--- config.mk ---
export PLATFORM = sky130hd
export DESIGN_NAME = pipe_stage_reg
export DESIGN_NICKNAME = d
export VERILOG_FILES = /design/src/rtl/pipe_stage_reg.sv
export SDC_FILE = /design/constraint.sdc
export NUM_CORES = 1
export LEC_CHECK = 0
export BUFFER_PORTS_ARGS = -buffer_cell sky130_fd_sc_hd__buf_2
export CORE_ASPECT_RATIO = 0.5
export CORE_UTILIZATION = 32
export CTS_CLUSTER_DIAMETER = 120
export DETAILED_ROUTE_END_ITERATION = 16
export GPL_TIMING_DRIVEN = 0
export MAX_ROUTING_LAYER = met4
export SKIP_LAST_GASP = 1
export SLEW_MARGIN = 20
export SYNTH_ARGS = -nofsm -noshare
export SYNTH_HDL_FRONTEND = slang
export SYNTH_SLANG_ARGS = --single-unit
--- constraint.sdc ---
create_clock -name clk -period 1.33 [get_ports clk]
set_clock_uncertainty 0.2 [all_clocks]
set_input_delay 0.266 -clock clk [delete_from_list [all_inputs] [get_ports clk]]
set_output_delay 0.266 -clock clk [all_outputs]
set_load 0.03 [all_outputs]
--- src/rtl/pipe_stage_reg.sv ---
// One-beat pipeline register between a valid/ready producer and consumer.
// Define PIPE_STAGE_SKID_EN to add a one-entry skid buffer and a registered in_ready.
module pipe_stage_reg #(
    parameter int               DBITS     = 32,
    parameter int               NDATA     = 4,
    parameter int               NCTRL     = 4,
    parameter logic [NCTRL-1:0] KILL_MASK = 4'b1011
) (
    input  logic                   clk,
    input  logic                   reset_n,
    input  logic                   flush,
    input  logic                   in_valid,
    output logic                   in_ready,
    input  logic [NCTRL-1:0]       in_ctrl,
    input  logic [NDATA*DBITS-1:0] in_data,
    output logic                   out_valid,
    input  logic                   out_ready,
    output logic [NCTRL-1:0]       out_ctrl,
    output logic [NDATA*DBITS-1:0] out_data,
    output logic [1:0]             dbg_state_o
);

    localparam int DW = NDATA * DBITS;

    // Handshake: a beat moves on a rising edge only when valid and ready are both
    // high on that side; valid never depends on ready, and flush or reset cancels it.

`ifdef PIPE_STAGE_SKID_EN
    typedef enum logic [1:0] {S_EMPTY = 2'd0, S_ONE = 2'd1, S_TWO = 2'd2} state_t;
`else
    typedef enum logic [1:0] {S_EMPTY = 2'd0, S_FULL = 2'd1} state_t;
`endif

    state_t           state_q, state_d;
    logic [DW-1:0]    data_q, data_d;
    logic [NCTRL-1:0] ctrl_q, ctrl_d;
    logic             accept;

    assign out_valid   = (state_q != S_EMPTY);
    assign out_data    = data_q;
    assign out_ctrl    = out_valid ? ctrl_q : (ctrl_q & ~KILL_MASK);
    assign dbg_state_o = state_q;

`ifdef PIPE_STAGE_SKID_EN
    logic [DW-1:0]    skid_data_q, skid_data_d;
    logic [NCTRL-1:0] skid_ctrl_q, skid_ctrl_d;
    logic             in_ready_q, in_ready_d;

    assign in_ready = in_ready_q;
    assign accept   = in_valid & in_ready_q;

    always_comb begin
        state_d     = state_q;
        data_d      = data_q;
        ctrl_d      = ctrl_q;
        skid_data_d = skid_data_q;
        skid_ctrl_d = skid_ctrl_q;
        if (flush) begin
            state_d = S_EMPTY;
        end else begin
            case (state_q)
                S_EMPTY: begin
                    if (accept) begin
                        state_d = S_ONE;
                        data_d  = in_data;
                        ctrl_d  = in_ctrl;
                    end
                end
                S_ONE: begin
                    if (accept && out_ready) begin
                        data_d = in_data;
                        ctrl_d = in_ctrl;
                    end else if (accept) begin
                        state_d     = S_TWO;
                        skid_data_d = in_data;
                        skid_ctrl_d = in_ctrl;
                    end else if (out_ready) begin
                        state_d = S_EMPTY;
                    end
                end
                S_TWO: begin
                    // in_ready is low here, so only the skid entry can move forward.
                    if (out_ready) begin
                        state_d = S_ONE;
                        data_d  = skid_data_q;
                        ctrl_d  = skid_ctrl_q;
                    end
                end
                default: state_d = S_EMPTY;
            endcase
        end
        in_ready_d = (state_d != S_TWO);
    end

    always_ff @(posedge clk) begin
        if (!reset_n) begin
            state_q     <= S_EMPTY;
            data_q      <= '0;
            ctrl_q      <= '0;
            skid_data_q <= '0;
            skid_ctrl_q <= '0;
            in_ready_q  <= 1'b1;
        end else begin
            state_q     <= state_d;
            data_q      <= data_d;
            ctrl_q      <= ctrl_d;
            skid_data_q <= skid_data_d;
            skid_ctrl_q <= skid_ctrl_d;
            in_ready_q  <= in_ready_d;
        end
    end
`else
    assign in_ready = ~out_valid | out_ready;
    assign accept   = in_valid & in_ready;

    always_comb begin
        state_d = state_q;
        data_d  = data_q;
        ctrl_d  = ctrl_q;
        if (flush) begin
            state_d = S_EMPTY;
        end else if (accept) begin
            // Covers both filling an empty stage and replacing a draining beat.
            state_d = S_FULL;
            data_d  = in_data;
            ctrl_d  = in_ctrl;
        end else if (out_ready) begin
            state_d = S_EMPTY;
        end
    end

    always_ff @(posedge clk) begin
        if (!reset_n) begin
            state_q <= S_EMPTY;
            data_q  <= '0;
            ctrl_q  <= '0;
        end else begin
            state_q <= state_d;
            data_q  <= data_d;
            ctrl_q  <= ctrl_d;
        end
    end
`endif

endmodule

## After elaboration in Yosys (flattened, before gate mapping)

Cells that the tools add are included.

| cells by class | value |
|---|---|
| mux-type cells | 3 |
| bitwise gates (word level) | 5 |
| reductions and logical operators | 3 |

Operator list:

| operator | number |
|---|---|
| $mux W4 | 1 |
| $not A1 Y1 | 3 |
| $mux W1 | 2 |
| $reduce_and A2 Y1 | 1 |
| $reduce_bool A2 Y1 | 1 |
| $reduce_or A2 Y1 | 1 |
| $and A1 B1 Y1 | 1 |
| $or A1 B1 Y1 | 1 |

| word-level totals | value |
|---|---|
| bits in registers | 133 |
| output and inout bits | 136 |

## Longest topological paths before layout

Gate-level depths: netlist (run 1).

| depth | value |
|---|---|
| depth after elaboration | 4 |
| mapped depth | 6 |
| mapped depth without buffers | 3 |

## Worst setup path before layout (run 1)

OpenSTA, ideal clock, no wires.

| timing | value |
|---|---|
| path type | reg-to-reg |
| start | register state_q[0], in the netlist dbg_state_o[0] |
| end | register data_q[100], in the netlist out_data[100] |
| library setup time | 0.119 ns |
| arrival | 1.356 ns |
| required time | 1.011 ns |
| slack | -0.345 ns |
| cell stages (with the launch flop) | 7 |
| buffers on the path | 3 |
| cells stage by stage | dfxtp_1 nor2b_4 nor3b_2 buf_4 buf_8 buf_8 mux2i_1 |

| on the way | value |
|---|---|
| longest elaborated chain between the ends | 4 |

Ends and longest elaborated chain:

| element | RTL line | text |
|---|---|---|
| start, declared | 34 | `state_t state_q, state_d;` |
| start signal, assigned | 138 | `state_q <= state_d;` |
| $not A1 Y1 | 113 | `assign in_ready = ~out_valid \| out_ready;` |
| $or A1 B1 Y1 | 113 |  |
| $and A1 B1 Y1 | 114 | `assign accept = in_valid & in_ready;` |
| $reduce_and A2 Y1 (no line) | - |  |
| end signal, assigned | 139 | `data_q <= data_d;` |
| end, declared | 35 | `logic [DW-1:0] data_q, data_d;` |

No other way between the ends.
A chain may end at the register's enable or synchronous reset.

## Worst setup path after layout (run 1)

| timing | value |
|---|---|
| start | register state_q[0], in the netlist dbg_state_o[0] |
| end | register data_q[115], in the netlist out_data[115] |

Same word-level chain as after synthesis.

==> results of run 1 <==
==> worst max-delay path, cell delays in order (launching register included) <==
cell and delay, ns:
dfxtp_4 0.34, nor2b_4 0.13, nor3b_2 0.17, buf_6 0.14, buf_6 0.12, buf_12 0.15, buf_12 0.13, mux2i_2 0.21
==> Yosys cell counts <==
cell type and number:
nand2_1 264, dfxtp_1 133, mux2i_1 132, clkbuf_1 26
buf_4 9, buf_8 9, and2_1 3, buf_2 3
conb_1 1, inv_1 1, nor2_1 1, nor2b_4 1
nor3b_1 1, nor3b_2 1
==> flip-flops by register name, summed over array words and instances (netlist names) <==
register,flops
out_data,128
dbg_state_o,1
ctrl_q,4
==> layout make-up <==
| class | count | share of cell area [%] |
|---|---|---|
| multi-input combinational | 404 | 22.18 |
| clock inverter | 13 | 1.907 |
| tap | 221 | 2.554 |
| buffer | 46 | 3.872 |
| inverter | 1 | 0.03467 |
| clock buffer | 18 | 4.057 |
| sequential | 133 | 26.12 |
| timing repair buffer | 472 | 39.27 |
==> report_power, final <==
part | total (mW) | switching, mW | leakage, nW | internal [mW]
Clock | 5.22 | 1.85 | 0.312 | 3.37
Combinational | 2.41 | 1.13 | 3.46 | 1.28
Sequential | 4.39 | 0.151 | 1.14 | 4.24
Total | 12.0 | 3.13 | 4.92 | 8.88
==> layer usage <==
metal,GRT usage (%),wire length (µm)
met5,-,0
met4,13.64,1010
met3,5.062,756
met2,43.86,10730
met1,23.51,7970
==> what timing repair did <==
item | CTS | global route
resized for setup | 413 | 25
endpoints found under the hold margin | 133 | 0
hold buffers | 134 | 0
pin swaps | 1 | 1
gates cloned | 5 | 5
setup buffers | 27 | 33
endpoints found under the setup margin | 267 | 267
==> cell families (layout without fill, tap and decap cells) <==
group                  after synthesis  in the layout
buffers and inverters               48            550
DFF                                133            133
muxes                              132            132
other                                1              1
and+or+nand+nor                    271            271
==> stage by stage <==
step	total power, mW	worst slack, ns	util [%]
3_3_place_gp	5.878	-0.3076	44.09
3_5_place_dp	5.907	-0.3554	44.09
4_1_cts	11.90	-0.3636	65.58
6_report	12.01	-0.3392	68.28
2_1_floorplan	5.348	-0.1935	-
5_1_grt	12.45	-0.4403	68.28
==> path summary, 6_finish.rpt <==
path                                                   from                           to  slack (ns)  cells after the start
worst max-delay path            dbg_state_o[0]$_SDFFE_PP0P_   out_data[115]$_SDFFE_PN0P_       -0.34                      7
worst min-delay path                              out_ready  dbg_state_o[0]$_SDFFE_PP0P_        0.01                      4
worst max register to register  dbg_state_o[0]$_SDFFE_PP0P_   out_data[115]$_SDFFE_PN0P_       -0.34                      7
worst min register to register    out_data[62]$_SDFFE_PN0P_    out_data[62]$_SDFFE_PN0P_        0.26                      2
==> flow_summary.toml, run 1 <==
[critical_path]
critPathRequiredTime_ns = 1.46
critPathLaunchType = "register"
critPathMaxFanout = 6
critPathKind = "register to register"
endpoint_kind = "register"
critical_path_arrival_ns = 1.80

[power]
peakVddDrop_mv = 0.8913
total_leakage_power_nw = 4.920
power.density_nw_per_um2 = 1110

[timing]
slew_viol_final = 0
fmax_ghz = 0.5991
setup_ws_ns = -0.3392
finalSetupViolations = 265
hold_viol = 0
period_minus_slack_ns = 1.669
setup_tns_ns = -38.70
whs_ns = 0.01213
rsz0062_at_grt = "yes"
fin_crit_sh_pct = 125.5

[synthesis]
yosysUniqueCellTypes = 14
synth_xor_area_share_pct = 0
synth_top_family_by_area = "multiplexers"
synth.net_count = 722
synth_compound_area_share_pct = 0
synth.top_cell.area_share_pct = 49.73
synth_area_per_cell_um2 = 9.152
netlist_top_cells_area = "dfxtp_1 50%, mux2i_1 25%, nand2_1 19%, buf_8 2.5%, clkbuf_1 1.8%"
syn_area_um2 = 5354
ys_warn_count = 0
synth-simple-area-share_pct = 19.56
syn_inst = 585
yosysTopAreaCell = "dfxtp_1"
synthAdderAreaFrac_pct = 0
ys_ff_latch = 133
synth.area.mux_share_pct = 24.68
yosysSeqAreaShare_pct = 49.73

[drt]
vias_per_cell = 4.476
wl_um = 20470
ant_nets = 0
drt-wirelength-per-cell_um = 15.65
vias = 5855
route.detailed.drc = 0
first_iter_violations = 119
drtPass1Iterations = 4

[global_route]
grt-ovfl-total = 0
track_usage_pct = 23.80
grt_max_degree = 17
first_global_vias = 6225
grt_pass1_wl_um = 31020
antenna_found_initial = 0

[status]
status = "finished with violations"
violations = "setup timing"

[floorplanning]
core_um2 = 15860
pin_count = 273
initial_core_util_pct = 33.77
dieHeight_um = 93.47
row_count = 32
die_area_um2 = 17280
die_w_um = 184.9

[layout]
mostFrequentLayoutCell = "nand2_1"
finalNetCount = 1212
drive_gt1_share_pct = 48.48
syn2layout_area_growth_pct = 102.2
antennaDiodeCount = 0
finalInstanceArea_um2 = 10830
multi_input_area_um2 = 2401
mostFrequentLayoutCells = "264 x nand2_1, 139 x buf_6, 138 x buf_2, 134 x dlygate4sd3_1, 129 x dfxtp_2"
instances_no_fill = 1308
nFillCells = 1145
regArea_um2 = 2828

[placement]
place_area_um2 = 6990
dp_hpwl_um = 11360
portBuffers = 270
dp_cells = 1076
place_congestion = 0.8210

[run]
maxCapViolCount = 0

[cts]
h-tree-depth = 4
insertion_delay_ns = 0.41
numCtsBuffers = 17
cts_tree = "yes"
clk_path_buf_depth = 2
cts_num_sinks = 133
clockRootBuffer = "clkbuf_16"
clkTransAtPathRegs_ns = 0.06

[min_path]
hold_class = "input pin to register"
Note: power is estimated with default switching activity, not from simulation.
==> inputs of run 2 (changes only) <==
--- a/config.mk
+++ b/config.mk
@@ -5,6 +5,7 @@
 export SDC_FILE = /design/constraint.sdc
 export NUM_CORES = 1
 export LEC_CHECK = 0
+export ABC_AREA = 1
 export BUFFER_PORTS_ARGS = -buffer_cell sky130_fd_sc_hd__buf_2
 export CORE_ASPECT_RATIO = 0.5
 export CORE_UTILIZATION = 32
==> run 2 against run 1 <==
Against the previous run: the run still ends with setup timing left; largest power group unchanged; clock power is 1% higher; synthesized area grew 18%; critical path depth fell by 3; non-clock buffer count decreased by 23; register-to-register slack improved by 0.19 ns.
==> flow_summary.toml, run 2 <==
[status]
status = "finished with violations"
violations = "setup timing"

[synthesis]
yosysMostFrequentCell = "inv_1"
syn_inst = 883
synth.net_count = 1020
synthArstFlopShare_pct = 0
yosysSeqAreaShare_pct = 42.10
yosysUniqueCellTypes = 16
ys_ff_latch = 133
synth_area_per_cell_um2 = 7.163
ys_warn_count = 0
synth.top_cell.area_share_pct = 42.10
syn_area_um2 = 6325
synth_edf_count = 0
synth_commonest_cells = "138 x inv_1, 135 x nand2_1, 133 x a21oi_1, 133 x dfxtp_1, 132 x nor2_1"
netlist_top_cells_area = "dfxtp_1 42%, a21oi_1 11%, inv_1 8.2%, nand2_1 8.0%, nand3_1 7.9%"
yosysTopAreaCell = "dfxtp_1"
synth_flop_cell = "dfxtp_1"

[global_route]
grt_pass1_wl_um = 36270
grt-ovfl-total = 0
grt_max_degree = 17
first_global_vias = 7338
antenna_found_initial = 0
track_usage_pct = 23.17

[critical_path]
cp_slowest_cell = "dfxtp_4"
critPathLaunchType = "register"
critPathKind = "register to output pin"
critPathRequiredTime_ns = 0.86
reg2reg_from = "dbg_state_o[0]$_SDFFE_PP0P_"
cp_slowest_stage_delay_ns = 0.36
critical_path_arrival_ns = 1.20
critPathMaxFanout = 2
critPathBufInv = 3
critPathLaunch = "dbg_state_o[0]$_SDFFE_PP0P_"
crit_chain = "nand2_4 -> buf_12 -> buf_8 -> buf_6"
endpoint_kind = "output pin"
crit_family = "buffers and inverters"

[drt]
vias = 7280
wl_um = 23140
drtPass1Iterations = 4
vias_per_cell = 4.570
met1_length_um = 9996
top_layer = "met4"
route.met2.wl_um = 11210
ant_nets = 0
drt-wirelength-per-cell_um = 14.52
wl_met3_um = 704
route.detailed.drc = 0
first_iter_violations = 238

[power]
p_comb_share_pct = 22.4
p_clk_share_pct = 41.8
total_leakage_power_nw = 5.729
power_switching_mw = 3.606
peakVddDrop_mv = 0.8572
power.density_nw_per_um2 = 1121
p_int_mw = 9.016
p_seq_share_pct = 35.9
sw_frac_of_total_pct = 28.57

[placement]
place_congestion = 0.8043
dp_hpwl_um = 14640
detailedPlace.worstSlack_ns = -0.2683
place_area_um2 = 8004
portBuffers = 270

[cts]
numCtsBuffers = 17
h-tree-depth = 4
clk_path_buf_depth = 2
clockRootBuffer = "clkbuf_16"
cts_tree = "yes"
insertion_delay_ns = 0.40
clkTransAtPathRegs_ns = 0.06
cts_num_sinks = 133

[layout]
drive_gt1_share_pct = 43.48
antennaDiodeCount = 0
regArea_um2 = 2828
mostFrequentLayoutCells = "166 x buf_2, 150 x buf_6, 136 x inv_1, 133 x dlygate4sd3_1"
syn2layout_area_growth_pct = 78.08
finalInstanceArea_um2 = 11260
nFillCells = 1660
largest_reg_flops = 128
multi_input_area_um2 = 2597
final_util_pct = 59.68
finalNetCount = 1458
mostFrequentLayoutCell = "buf_2"

[timing]
setup_ws_ns = -0.3323
finalSetupViolations = 257
hold_viol = 0
slew_viol_final = 0
whs_ns = 0.02318
fin_crit_sh_pct = 125.0
fmax_ghz = 0.6016
rsz0062_at_grt = "yes"
period_minus_slack_ns = 1.662
setup_tns_ns = -14.22

[min_path]
hold_class = "input pin to register"
worstHoldStart = "in_data[32]"

[floorplanning]
core_um2 = 18870
die_w_um = 200.8
initial_core_util_pct = 33.51
row_count = 35
dieHeight_um = 101.4
die_area_um2 = 20370
pin_count = 273

[run]
maxCapViolCount = 0
==> run 2: changes by cell type after synthesis, sizes merged, moves of 24 or more <==
| cell | change |
|---|---|
| inv | +137 |
| nand3 | +132 |
| mux2i | -132 |
| nand2 | -128 |
| nor2 | +132 |
| buf | +53 |
| clkbuf | -24 |
| a21oi | +133 |
==> run 2: area by class of cell <==
type	count	area share (%)
Clock inverter	15	2.044
Clock buffer	17	3.777
Timing Repair Buffer	420	32.66
Multi-Input combinational cell	536	23.06
Inverter	138	4.599
Tap cell	259	2.877
Sequential cell	133	25.11
Buffer	75	5.876
==> run 2: path summary, 6_finish.rpt <==
check                          endpoint  slack (ns)  cells past startpoint
max                            in_ready       -0.33                      4
min           out_data[32]$_SDFFE_PN0P_        0.02                      5
max reg2reg  out_data[114]$_SDFFE_PN0P_       -0.15                      7
min reg2reg   out_data[65]$_SDFFE_PN0P_        0.28                      2
==> run 2: worst reg2reg max path: stages, from the launching register on <==
cell     delay (ns)
dfxtp_4        0.35
nand2_4        0.07
buf_12         0.11
buf_4          0.24
buf_6          0.20
nand3_1        0.09
nand2_1        0.08
nor2_1         0.04
==> run 2: power groups by stage <==
stage	clock network, mW	registers (mW)	logic, mW
floorplan	0	5.00	0.869
global placement	0	4.48	2.06
detailed placement	0	4.49	2.09
CTS	5.38	4.52	2.77
global route	5.59	4.56	3.04
finish	5.27	4.53	2.83
==> run 2: logic make-up (layout without fill, tap and decap cells) <==
group	Yosys count	count (layout)	synth area share, %
simple gates	402	402	29.10
buf+inv	214	665	18.22
compound gates	133	133	10.52
flops	133	133	42.10
other cells	1	1	0.05929
==> run 2: through the flow <==
step / total power, mW / std cells
4_1_cts: 12.66 / 1593
2_1_floorplan: 5.870 / 883
5_1_grt: 13.18 / 1593
3_3_place_gp: 6.543 / 1412
6_report: 12.62 / 1593
3_5_place_dp: 6.574 / 1412
==> run 2: per-layer routing <==
metal,up-vias,track usage [%]
li1,3612,-
met1,3344,26.83
met2,234,37.85
met3,90,4.118
met4,0,14.68
met5,-,-
==> run 2: repair_timing <==
item / in CTS / in global routing
resized for setup: 416 / 20
hold buffers: 133 / 0
endpoints found under the hold margin: 132 / 0
setup buffers: 16 / 0
pin swaps: 2 / 0
setup endpoints to repair: 267 / 267
cloned: 1 / 0
